$ cat config.mk
export PLATFORM = sky130hd
export DESIGN_NAME = vfpu_stream_sequencer
export DESIGN_NICKNAME = d
export VERILOG_FILES = /design/src/rtl/vfpu_stream_sequencer.sv
export SDC_FILE = /design/constraint.sdc
export NUM_CORES = 1
export LEC_CHECK = 0
export ABC_AREA = 1
export CAP_MARGIN = 20
export CORE_MARGIN = 5
export CORE_UTILIZATION = 55
export CTS_CLUSTER_DIAMETER = 80
export DETAILED_ROUTE_END_ITERATION = 10
export DONT_BUFFER_PORTS = 1
export MAX_ROUTING_LAYER = met4
export PLACE_DENSITY = 0.71
export RECOVER_POWER = 100
export REMOVE_ABC_BUFFERS = 1
export SYNTH_ARGS = -nofsm -noshare
export SYNTH_HDL_FRONTEND = slang
export SYNTH_SLANG_ARGS = --single-unit
$ cat constraint.sdc
create_clock -name clk_i -period 3.15 [get_ports clk_i]
set_input_delay 0.63 -clock clk_i [delete_from_list [all_inputs] [get_ports clk_i]]
set_output_delay 0.63 -clock clk_i [all_outputs]
set_load 0.005 [all_outputs]
$ cat src/rtl/vfpu_stream_sequencer.sv
// Job-level sequencer for the VFPU engine: handshakes job start with the
// operand source and result sink streamers, counts result beats, collects
// per-streamer done flags and reports completion, length mismatch and
// watchdog timeout.
module vfpu_stream_sequencer #(
  parameter int NB_OPERANDS = 2,
  parameter int LEN_WIDTH   = 16,
  parameter int TO_WIDTH    = 16
) (
  input  logic                   clk_i,
  input  logic                   rst_i,
  input  logic                   start_i,
  input  logic                   abort_i,
  input  logic [LEN_WIDTH-1:0]   len_i,
  input  logic [TO_WIDTH-1:0]    timeout_i,
  input  logic [NB_OPERANDS-1:0] src_ready_start_i,
  input  logic [NB_OPERANDS-1:0] src_done_i,
  input  logic                   sink_ready_start_i,
  input  logic                   sink_done_i,
  input  logic                   res_valid_i,
  input  logic                   res_ready_i,
  output logic [NB_OPERANDS-1:0] src_req_start_o,
  output logic                   sink_req_start_o,
  output logic                   busy_o,
  output logic                   done_o,
  output logic                   err_count_o,
  output logic                   err_timeout_o,
  output logic [LEN_WIDTH-1:0]   elem_cnt_o
);

  typedef enum logic [2:0] {
    ST_IDLE     = 3'd0,
    ST_WAIT_RDY = 3'd1,
    ST_START    = 3'd2,
    ST_RUN      = 3'd3,
    ST_DONE     = 3'd4,
    ST_ERROR    = 3'd5
  } state_t;

  localparam logic [LEN_WIDTH-1:0] LEN_ONE = {{(LEN_WIDTH-1){1'b0}}, 1'b1};
  localparam logic [TO_WIDTH-1:0]  WD_ONE  = {{(TO_WIDTH-1){1'b0}}, 1'b1};

  state_t                 state_r, state_s;
  logic [LEN_WIDTH-1:0]   len_r, len_s;
  logic [LEN_WIDTH-1:0]   elem_cnt_r, elem_cnt_s;
  logic [TO_WIDTH-1:0]    wd_r, wd_s;
  logic [NB_OPERANDS-1:0] src_lat_r, src_lat_s;
  logic                   sink_lat_r, sink_lat_s;
  logic                   err_count_r, err_count_s;
  logic                   err_timeout_r, err_timeout_s;

  logic                   hs_s;
  logic                   all_rdy_s;
  logic [NB_OPERANDS-1:0] src_lat_upd_s;
  logic                   sink_lat_upd_s;
  logic                   all_done_s;
  logic [LEN_WIDTH-1:0]   elem_run_s;
  logic [TO_WIDTH-1:0]    wd_inc_s;
  logic                   wd_hit_s;

  assign hs_s           = res_valid_i & res_ready_i;
  assign all_rdy_s      = (&src_ready_start_i) & sink_ready_start_i;
  // Done flags may be single-cycle pulses, so completion looks at the
  // latches including anything arriving this cycle.
  assign src_lat_upd_s  = src_lat_r | src_done_i;
  assign sink_lat_upd_s = sink_lat_r | sink_done_i;
  assign all_done_s     = (&src_lat_upd_s) & sink_lat_upd_s;
  // Beat counter saturates instead of wrapping so a runaway stream still
  // reads as a mismatch.
  assign elem_run_s     = (hs_s && (elem_cnt_r != '1)) ? (elem_cnt_r + LEN_ONE) : elem_cnt_r;
  assign wd_inc_s       = wd_r + WD_ONE;
  assign wd_hit_s       = (timeout_i != '0) && (wd_inc_s == timeout_i);

  assign err_count_o    = err_count_r;
  assign err_timeout_o  = err_timeout_r;
  assign elem_cnt_o     = elem_cnt_r;

  // Next-state, counter, latch and error-flag computation.
  always_comb begin
    state_s       = state_r;
    len_s         = len_r;
    elem_cnt_s    = elem_cnt_r;
    wd_s          = wd_r;
    src_lat_s     = src_lat_r;
    sink_lat_s    = sink_lat_r;
    err_count_s   = err_count_r;
    err_timeout_s = err_timeout_r;
    if (abort_i) begin
      // Abort wins over everything; results of the job stay visible.
      state_s = ST_IDLE;
      wd_s    = '0;
    end else begin
      case (state_r)
        ST_IDLE: begin
          wd_s = '0;
          if (start_i) begin
            len_s         = len_i;
            elem_cnt_s    = '0;
            err_count_s   = 1'b0;
            err_timeout_s = 1'b0;
            src_lat_s     = '0;
            sink_lat_s    = 1'b0;
            if (len_i == '0) begin
              state_s = ST_DONE;
            end else begin
              state_s = ST_WAIT_RDY;
            end
          end else begin
            state_s = ST_IDLE;
          end
        end
        ST_WAIT_RDY: begin
          if (all_rdy_s) begin
            state_s = ST_START;
            wd_s    = '0;
          end else if (wd_hit_s) begin
            state_s       = ST_ERROR;
            err_timeout_s = 1'b1;
            wd_s          = '0;
          end else begin
            wd_s = wd_inc_s;
          end
        end
        ST_START: begin
          src_lat_s  = src_lat_upd_s;
          sink_lat_s = sink_lat_upd_s;
          wd_s       = '0;
          state_s    = ST_RUN;
        end
        ST_RUN: begin
          src_lat_s  = src_lat_upd_s;
          sink_lat_s = sink_lat_upd_s;
          elem_cnt_s = elem_run_s;
          if (all_done_s) begin
            // Completion takes precedence over a watchdog expiring in the same cycle.
            state_s     = ST_DONE;
            wd_s        = '0;
            err_count_s = (elem_run_s != len_r);
          end else if (hs_s) begin
            wd_s = '0;
          end else if (wd_hit_s) begin
            state_s       = ST_ERROR;
            err_timeout_s = 1'b1;
            wd_s          = '0;
          end else begin
            wd_s = wd_inc_s;
          end
        end
        ST_DONE: begin
          state_s = ST_IDLE;
        end
        ST_ERROR: begin
          state_s = ST_ERROR;
        end
        default: begin
          state_s = ST_IDLE;
          wd_s    = '0;
        end
      endcase
    end
  end

  // State, datapath and registered outputs, with synchronous reset.
  always_ff @(posedge clk_i) begin
    if (rst_i) begin
      state_r          <= ST_IDLE;
      len_r            <= '0;
      elem_cnt_r       <= '0;
      wd_r             <= '0;
      src_lat_r        <= '0;
      sink_lat_r       <= 1'b0;
      err_count_r      <= 1'b0;
      err_timeout_r    <= 1'b0;
      src_req_start_o  <= '0;
      sink_req_start_o <= 1'b0;
      busy_o           <= 1'b0;
      done_o           <= 1'b0;
    end else begin
      state_r          <= state_s;
      len_r            <= len_s;
      elem_cnt_r       <= elem_cnt_s;
      wd_r             <= wd_s;
      src_lat_r        <= src_lat_s;
      sink_lat_r       <= sink_lat_s;
      err_count_r      <= err_count_s;
      err_timeout_r    <= err_timeout_s;
      src_req_start_o  <= (state_s == ST_START) ? '1 : '0;
      sink_req_start_o <= (state_s == ST_START);
      busy_o           <= (state_s != ST_IDLE);
      done_o           <= (state_s == ST_DONE);
    end
  end

endmodule

==> results.txt, run 1 <==
----------------------------------------------------
[Status]
  Status ... finished clean

[Die]
  Die outline area ... 9300 um2
  Core box area ... 7250 um2
  Starting Density ... 56.6%
  Height of the die ... 96.4 um
  Die boundary width ... 96.4 um
  Std-Cell Rows ... 31
  I/O pin count ... 67

[Hold path]
  Hold path endpoint ... elem_cnt_o[9]
  Number of instances on the worst hold path ... 1
  Type of the worst min-delay path ... primary input to flop
  Worst hold start ... rst_i

[Clock network]
  Buffers inserted by post-CTS timing repair ... 0
  Quantity of gates resized following cts ... 0
  TritonCTS clock tree ... yes
  Clock sink count ... 59
  Clock transition at the register clock pins on the worst setup and hold paths after CTS ... 80 ps
  Clock latency at the later pin of the worst-skew pair ... 340 ps
  Num CTS Buffers ... 9
  H-tree level count ... 3
  Clock tree root driver cell ... sky130_fd_sc_hd__clkbuf_8
  Clock Path Buffers ... 2
  Number of buffers inserted by hold repair at cts ... 0

[Finish]
  Ratio of cells with drive above 1 in the final layout ... 6.42%
  Final core utilization ... between 60 and 70%
  Number of nets in the finished design ... 742
  Antenna cells ... 0
  Area growth syn-to-layout ... 6.82%

[STA]
  Setup violations, final ... 0
  F_max ... 0.387 GHz
  Final max-slew violation count ... 0
  Skew final ... 12.5 ps
  Number of endpoints with negative hold slack in the final report ... 0
  Normalized max-slew margin ... 26.4%
  Worst Max-Slew Pin Slew ... 1100 ps
  Time the final worst path needs with I/O delays and setup ... 2580 ps
  Unrepaired setup endpoints after global routing ... no
  Post-route setup slack ... 565 ps
  Period utilization ... 82.1%
  Post-Route Setup TNS ... 0 ps
  Final worst hold slack ... 362 ps

[Worst setup path]
  List of cells traversed by the critical path ... ha_1 > nand2_1 > nor2_4 > nand2_1 > nand2_1 > nand2_1 > nand2_1 > nand2_1 > nor2_1 > nand3_1 > nor2_1 > nand2_1 > nor2_1 > o21ai_0 > nor2_1
  CP top delay family ... simple AND/OR/NAND/NOR gates
  Most frequent CP cell ... sky130_fd_sc_hd__nand2_1
  Cell count of the worst reg-to-reg path ... 15
  CP Data Arrival Time ... 2860 ps
  Largest fanout on the critical path ... 17
  Slowest cell on crit path ... sky130_fd_sc_hd__dfxtp_1
  Buffer and inverter count on the worst path ... 0
  Register-to-register setup slack ... roughly 570 ps
  WP depth ... 15
  Worst r2r src ... wd_r[0]
  Endpoint of the worst register-to-register path ... err_timeout_o
  Data required time of the critical path ... 3420 ps
  Peak per-stage delay on the critical path ... 430 ps
  Critical Path Sink Type ... flop
  Worst setup path class ... flop to flop
  Startpoint kind of the worst setup timing path ... flop

[Synthesis]
  Number of distinct standard cells referenced by the synthesized netlist ... 29
  Most frequently used cell type in the post-synthesis netlist ... sky130_fd_sc_hd__nand2_1
  Count of synthesis-stage warnings from yosys ... 0
  Seq/Total Area, Yosys ... 28.8%
  Cells taking the most area after synthesis ... sky130_fd_sc_hd__dfxtp_1, sky130_fd_sc_hd__nand2_1, sky130_fd_sc_hd__nor2_1, sky130_fd_sc_hd__inv_1, sky130_fd_sc_hd__nand3_1
  Number of enable-type register cells in the synthesized netlist ... 0
  Netlist area before placement ... between 4000 and 5000 um2
  Number of cells produced by synthesis ... 696
  Commonest register cell after synthesis ... sky130_fd_sc_hd__dfxtp_1
  Seq cells post-synth ... 59
  Cell type with the highest aggregate area in the netlist ... sky130_fd_sc_hd__dfxtp_1
  Post-synth top cells ... sky130_fd_sc_hd__nand2_1, sky130_fd_sc_hd__nor2_1, sky130_fd_sc_hd__inv_1
  Average footprint of a synthesized cell ... between 5 and 6 um2
  Async SR Flop Fraction ... 0%
  Share of the synthesized area in the top cell type ... 28.8%

[Power and ir drop]
  Leakage power ... ~1.8 nW
  Total Power ... 1.73 mW
  Power Dens Cells ... approximately 390 nW/um2
  Worst IR drop on VDD ... 0.219 mV

[Detailed routing]
  Total routed wirelength ... 11000 um
  Routed via count ... 4175
  Via density per instance ... 5.22
  Remaining antenna violation count after routing ... 0
  Iter 0 DRT Violations ... 190
  Average routed wire per standard cell ... about 14 um
  Number of remaining DRC errors ... 0
  Initial DRT Pass Iterations ... 7

[GRT]
  Maximum number of pins on one net before global-route repair ... 28
  Number of global-route vias before repair ... a little under 4000
  First-pass GRT wire length ... 18000 um
  Initial antenna violation count ... 0
  Total overflow reported by the global router ... 0
  Overall fraction of global-route tracks in use ... between 20% and 30%

[Place]
  Worst slack, placed ... around 740 ps
  Global placer's final weighted congestion ... just under 1
  Hpwl dp ... 8360 um
  Buffers on Ports ... 0

[Run]
  Max-cap violation count ... 0

----------------------------------------------------
layout by cell type, fill, tap and decap left out, types with 10 or more instances in the layout:
master,netlist,final
sky130_fd_sc_hd__nand4_1,15,15
sky130_fd_sc_hd__o21ai_0,25,25
sky130_fd_sc_hd__nand2_2,12,10
sky130_fd_sc_hd__dfxtp_1,59,59
sky130_fd_sc_hd__a21oi_1,51,51
sky130_fd_sc_hd__nand3_1,53,53
sky130_fd_sc_hd__nor2_1,82,83
sky130_fd_sc_hd__inv_1,78,78
sky130_fd_sc_hd__nand2_1,243,245
sky130_fd_sc_hd__xor2_1,10,10
how the worst max path moves through the flow:
stage	start	endpoint	slack [ps]
after floorplan	elem_cnt_o[0]	err_count_o	1170
after global placement	elem_cnt_o[0]	err_count_o	770
after detailed placement	elem_cnt_o[0]	err_count_o	740
after CTS	elem_cnt_o[1]	err_count_o	710
after global routing	wd_r[0]	err_timeout_o	240
final	wd_r[0]	err_timeout_o	570
per-stage QoR:
stage | area, um2 | std cells
2_1_floorplan | 4020 | 680
3_3_place_gp | 4170 | 783
3_5_place_dp | 4180 | 784
4_1_cts | 4410 | 800
5_1_grt | 4390 | 800
6_report | 4390 | 800
flip-flops by register name, summed over array words and instances (netlist names), 2 cells and up:
name and cells:
elem_cnt_o 16, state_r 3, wd_r 16, len_r 16, src_lat_r 2
routing by layer:
| layer | GRT usage (%) | wire (um) | up-vias |
|---|---|---|---|
| met5 | - | 0 | - |
| met4 | 6.07 | 123 | 0 |
| met3 | 6.66 | 614 | 12 |
| met2 | 45.0 | 5610 | 92 |
| met1 | 29.4 | 4670 | 1859 |
| li1 | - | - | 2212 |
cell families (layout without fill, tap and decap cells):
group,after synthesis,after routing,share of synthesized area [%]
AO/OA/AOI/OAI,83,83,10.7
XOR/XNOR,14,14,3.66
adder cells (fa/ha/maj),2,2,0.609
buffers and inverters,98,103,9.69
flip-flops,59,59,28.8
AND/OR/NAND/NOR,440,440,46.6
area by class of cell:
class | count | area [um2]
Fill cell | 729 | 2870
Timing Repair Buffer | 5 | 30.0
Multi-Input combinational cell | 539 | 2520
Sequential cell | 59 | 1180
Clock inverter | 7 | 100
Tap cell | 99 | 124
Inverter | 82 | 308
Clock buffer | 9 | 124
power by group:
group / switching (mW) / total [mW] / leakage, nW / internal (mW)
Sequential: 0.00936 / 0.771 / 0.478 / 0.761
Clock: 0.345 / 0.796 / 0.114 / 0.451
Combinational: 0.105 / 0.160 / 1.25 / 0.0545
Total: 0.460 / 1.73 / 1.85 / 1.27
Note: power is estimated with default switching activity, not from simulation.
==> inputs of run 2 (changes only) <==
- clock period: 3.15 -> 2.55 ns (I/O delays scaled with it)
==> run 2 against run 1 <==
  * Clock skew down 3.0 ps
  * Critical path type unchanged
  * Critical path depth up 2
  * Flip-flop and latch count unchanged
  * Clock power up 22%
  * Count of clock-buffer cells in the layout up 2
  * Global-route usage up 0.50 points
  * Sequential power up 23%
  * Die area unchanged
  * Hold slack worse by 130 ps
==> results.txt, run 2 (synthesized netlist as in run 1, its figures left out) <==
----------------------------------------------------
[Die]
  Core box area ... 7250 um2 (unchanged)
  Die outline area ... 9300 um2 (unchanged)
  I/O pin count ... 67 (unchanged)
  Starting Density ... 56.6% (unchanged)
  Std-Cell Rows ... 31 (unchanged)
  Die boundary width ... 96.4 um (unchanged)
  Height of the die ... 96.4 um (unchanged)

[Finish]
  Number of nets in the finished design ... 760 (+2.4%)
  Leading cell type in the layout, fill and taps excluded ... sky130_fd_sc_hd__nand2_1
  Commonest cells after routing, fill and taps aside ... sky130_fd_sc_hd__nand2_1, sky130_fd_sc_hd__nor2_1, sky130_fd_sc_hd__inv_1
  Ratio of cells with drive above 1 in the final layout ... 7.94% (+1.5 points)
  Area growth syn-to-layout ... 9.47%
  Area of all placed cells without fillers ... 4500 um2 (+2.5%)
  Antenna cells ... 0 (unchanged)
  Final core utilization ... 62.0% (+1.5 points)

[STA]
  Normalized max-slew margin ... 45.4% (+19 points)
  Final worst hold slack ... 234 ps (-128 ps)
  Time the final worst path needs with I/O delays and setup ... 2260 ps (-327 ps)
  Unrepaired setup endpoints after global routing ... no
  Skew final ... 9.45 ps (-3.04 ps)
  F_max ... 0.443 GHz (+14%)
  Period utilization ... 88.5% (+6.5 points)
  Final max-slew violation count ... 0 (unchanged)
  Post-Route Setup TNS ... 0 ps (unchanged)
  Number of endpoints with negative hold slack in the final report ... 0 (unchanged)
  Setup violations, final ... 0 (unchanged)
  Worst Max-Slew Pin Slew ... 819 ps (-285 ps)

[Worst setup path]
  Startpoint kind of the worst setup timing path ... flop
  CP Data Arrival Time ... 2540 ps (-320 ps)
  Cell count of the worst reg-to-reg path ... 17 (+2)
  Register-to-register setup slack ... 290 ps (-270 ps)
  Largest fanout on the critical path ... 7 (-10)
  Data required time of the critical path ... 2830 ps (-590 ps)
  Endpoint of the worst register-to-register path ... done_o
  Worst setup path class ... flop to flop
  Worst r2r src ... wd_r[1]
  Critical Path Sink Type ... flop

[Detailed routing]
  Average routed wire per standard cell ... 13.7 um (-0.68%)
  Remaining antenna violation count after routing ... 0 (unchanged)
  Initial DRT Pass Iterations ... 5 (-2)
  Total routed wirelength ... 11200 um (+1.4%)
  Iter 0 DRT Violations ... 164 (-14%)
  Number of remaining DRC errors ... 0 (unchanged)
  Routed via count ... 4270 (+2.3%)
  Via density per instance ... 5.23 (+0.15%)

[Hold path]
  Type of the worst min-delay path ... primary input to flop
  Hold path endpoint ... elem_cnt_o[0]
  Number of instances on the worst hold path ... 1 (unchanged)
  Worst hold start ... rst_i

[Run]
  Max-cap violation count ... 0 (unchanged)

[Clock network]
  Clock transition at the register clock pins on the worst setup and hold paths after CTS ... 70 ps (about the same)
  Clock latency at the later pin of the worst-skew pair ... 340 ps (about the same)
  Clock tree root driver cell ... sky130_fd_sc_hd__clkbuf_8
  Clock sink count ... 59 (unchanged)
  Num CTS Buffers ... 9 (unchanged)
  TritonCTS clock tree ... yes
  H-tree level count ... 3 (unchanged)
  Number of buffers inserted by hold repair at cts ... 0 (unchanged)
  Clock Path Buffers ... 2 (unchanged)

[GRT]
  Maximum number of pins on one net before global-route repair ... 28 (unchanged)
  Initial antenna violation count ... 0 (unchanged)
  Overall fraction of global-route tracks in use ... 26.2% (+0.50 points)
  First-pass GRT wire length ... 18400 um (+2.0%)
  Number of global-route vias before repair ... 3939 (+2.2%)
  Total overflow reported by the global router ... 0 (unchanged)

[Place]
  Global placer's final weighted congestion ... 0.954 (-2.0%)
  Hpwl dp ... 8290 um (-0.88%)
  Cell area after placement ... 4250 um2 (+1.7%)
  Buffers on Ports ... 0 (unchanged)

[Status]
  Status ... finished clean

[Power and ir drop]
  Leakage power ... 1.91 nW (+3.4%)
  Worst IR drop on VDD ... 0.324 mV (+48%)
  Power Dens Cells ... 474 nW/um2 (+20%)

----------------------------------------------------
run 2: cell count changes in the layout (fill, tap and decap cells not counted), moves of 2 or more:
cell                         previous run  this run
sky130_fd_sc_hd__nand2_1              245       243
sky130_fd_sc_hd__clkbuf_1               2        11
sky130_fd_sc_hd__clkinv_4               3         0
sky130_fd_sc_hd__clkinvlp_4             0         2
sky130_fd_sc_hd__buf_4                  3        12
run 2: layout make-up:
type / count / area, um2
Multi-Input combinational cell: 539 / 2530
Fill cell: 736 / 2760
Clock buffer: 11 / 141
Tap cell: 99 / 124
Inverter: 82 / 308
Sequential cell: 59 / 1180
Timing Repair Buffer: 23 / 133
Clock inverter: 4 / 75.1
run 2: worst max-delay path, cell delays in order (launching register included):
cell and delay, ps:
sky130_fd_sc_hd__dfxtp_1 390, sky130_fd_sc_hd__ha_1 210, sky130_fd_sc_hd__nand2_1 110, sky130_fd_sc_hd__nor2_4 190, sky130_fd_sc_hd__nand2_1 100, sky130_fd_sc_hd__nand2_1 90, sky130_fd_sc_hd__nand2_1 50, sky130_fd_sc_hd__nand2_1 60
sky130_fd_sc_hd__nand2_1 80, sky130_fd_sc_hd__nor2_1 110, sky130_fd_sc_hd__nand3_1 100, sky130_fd_sc_hd__nor2_2 210, sky130_fd_sc_hd__nand3_1 130, sky130_fd_sc_hd__nand2_1 90, sky130_fd_sc_hd__nand2_2 70, sky130_fd_sc_hd__nand2_2 70
sky130_fd_sc_hd__nand2_1 50, sky130_fd_sc_hd__nor2_1 100
run 2: timing repair:
| action | in CTS | in global routing |
|---|---|---|
| resized for setup | 0 | 2 |
| hold endpoints to repair | 0 | 0 |
| setup endpoints to repair | 0 | 11 |
| setup buffers | 0 | 8 |
run 2: worst max path at each step:
stage,from,to,slack (ps),cells past startpoint
after floorplan,elem_cnt_o[0],err_count_o,570,15
after global placement,elem_cnt_o[0],err_count_o,170,15
after detailed placement,elem_cnt_o[0],err_count_o,160,15
after CTS,elem_cnt_o[0],err_count_o,150,15
after global routing,wd_r[1],done_o,20,17
final,wd_r[1],done_o,290,17
run 2: layer usage:
| metal | up-vias | share of wire [%] | global-route usage [%] |
|---|---|---|---|
| li1 | 2247 | - | - |
| met1 | 1870 | 42 | 29.6 |
| met2 | 122 | 48 | 44.1 |
| met3 | 31 | 6.9 | 7.36 |
| met4 | 0 | 2.8 | 9.81 |
| met5 | - | 0 | - |
run 2: where the power goes:
group | total, mW | leakage [nW] | switching (mW) | internal, mW
registers | 0.952 | 0.479 | 0.0112 | 0.941
clock network | 0.968 | 0.102 | 0.396 | 0.572
logic | 0.210 | 1.33 | 0.133 | 0.0765
total | 2.13 | 1.91 | 0.541 | 1.59
run 2: through the flow:
step	std cells	power, mW	setup WS [ps]
CTS	809	2.14	146
global placement	794	1.17	172
detailed placement	794	1.18	165
floorplan	680	1.12	572
finish	817	2.13	292
global route	817	2.23	20.9
==> inputs of run 3 (changes only) <==
- TNS_END_PERCENT: default -> 20
==> results of run 3 <==
The final DEF is identical to that of run 2; final timing and power are the same.
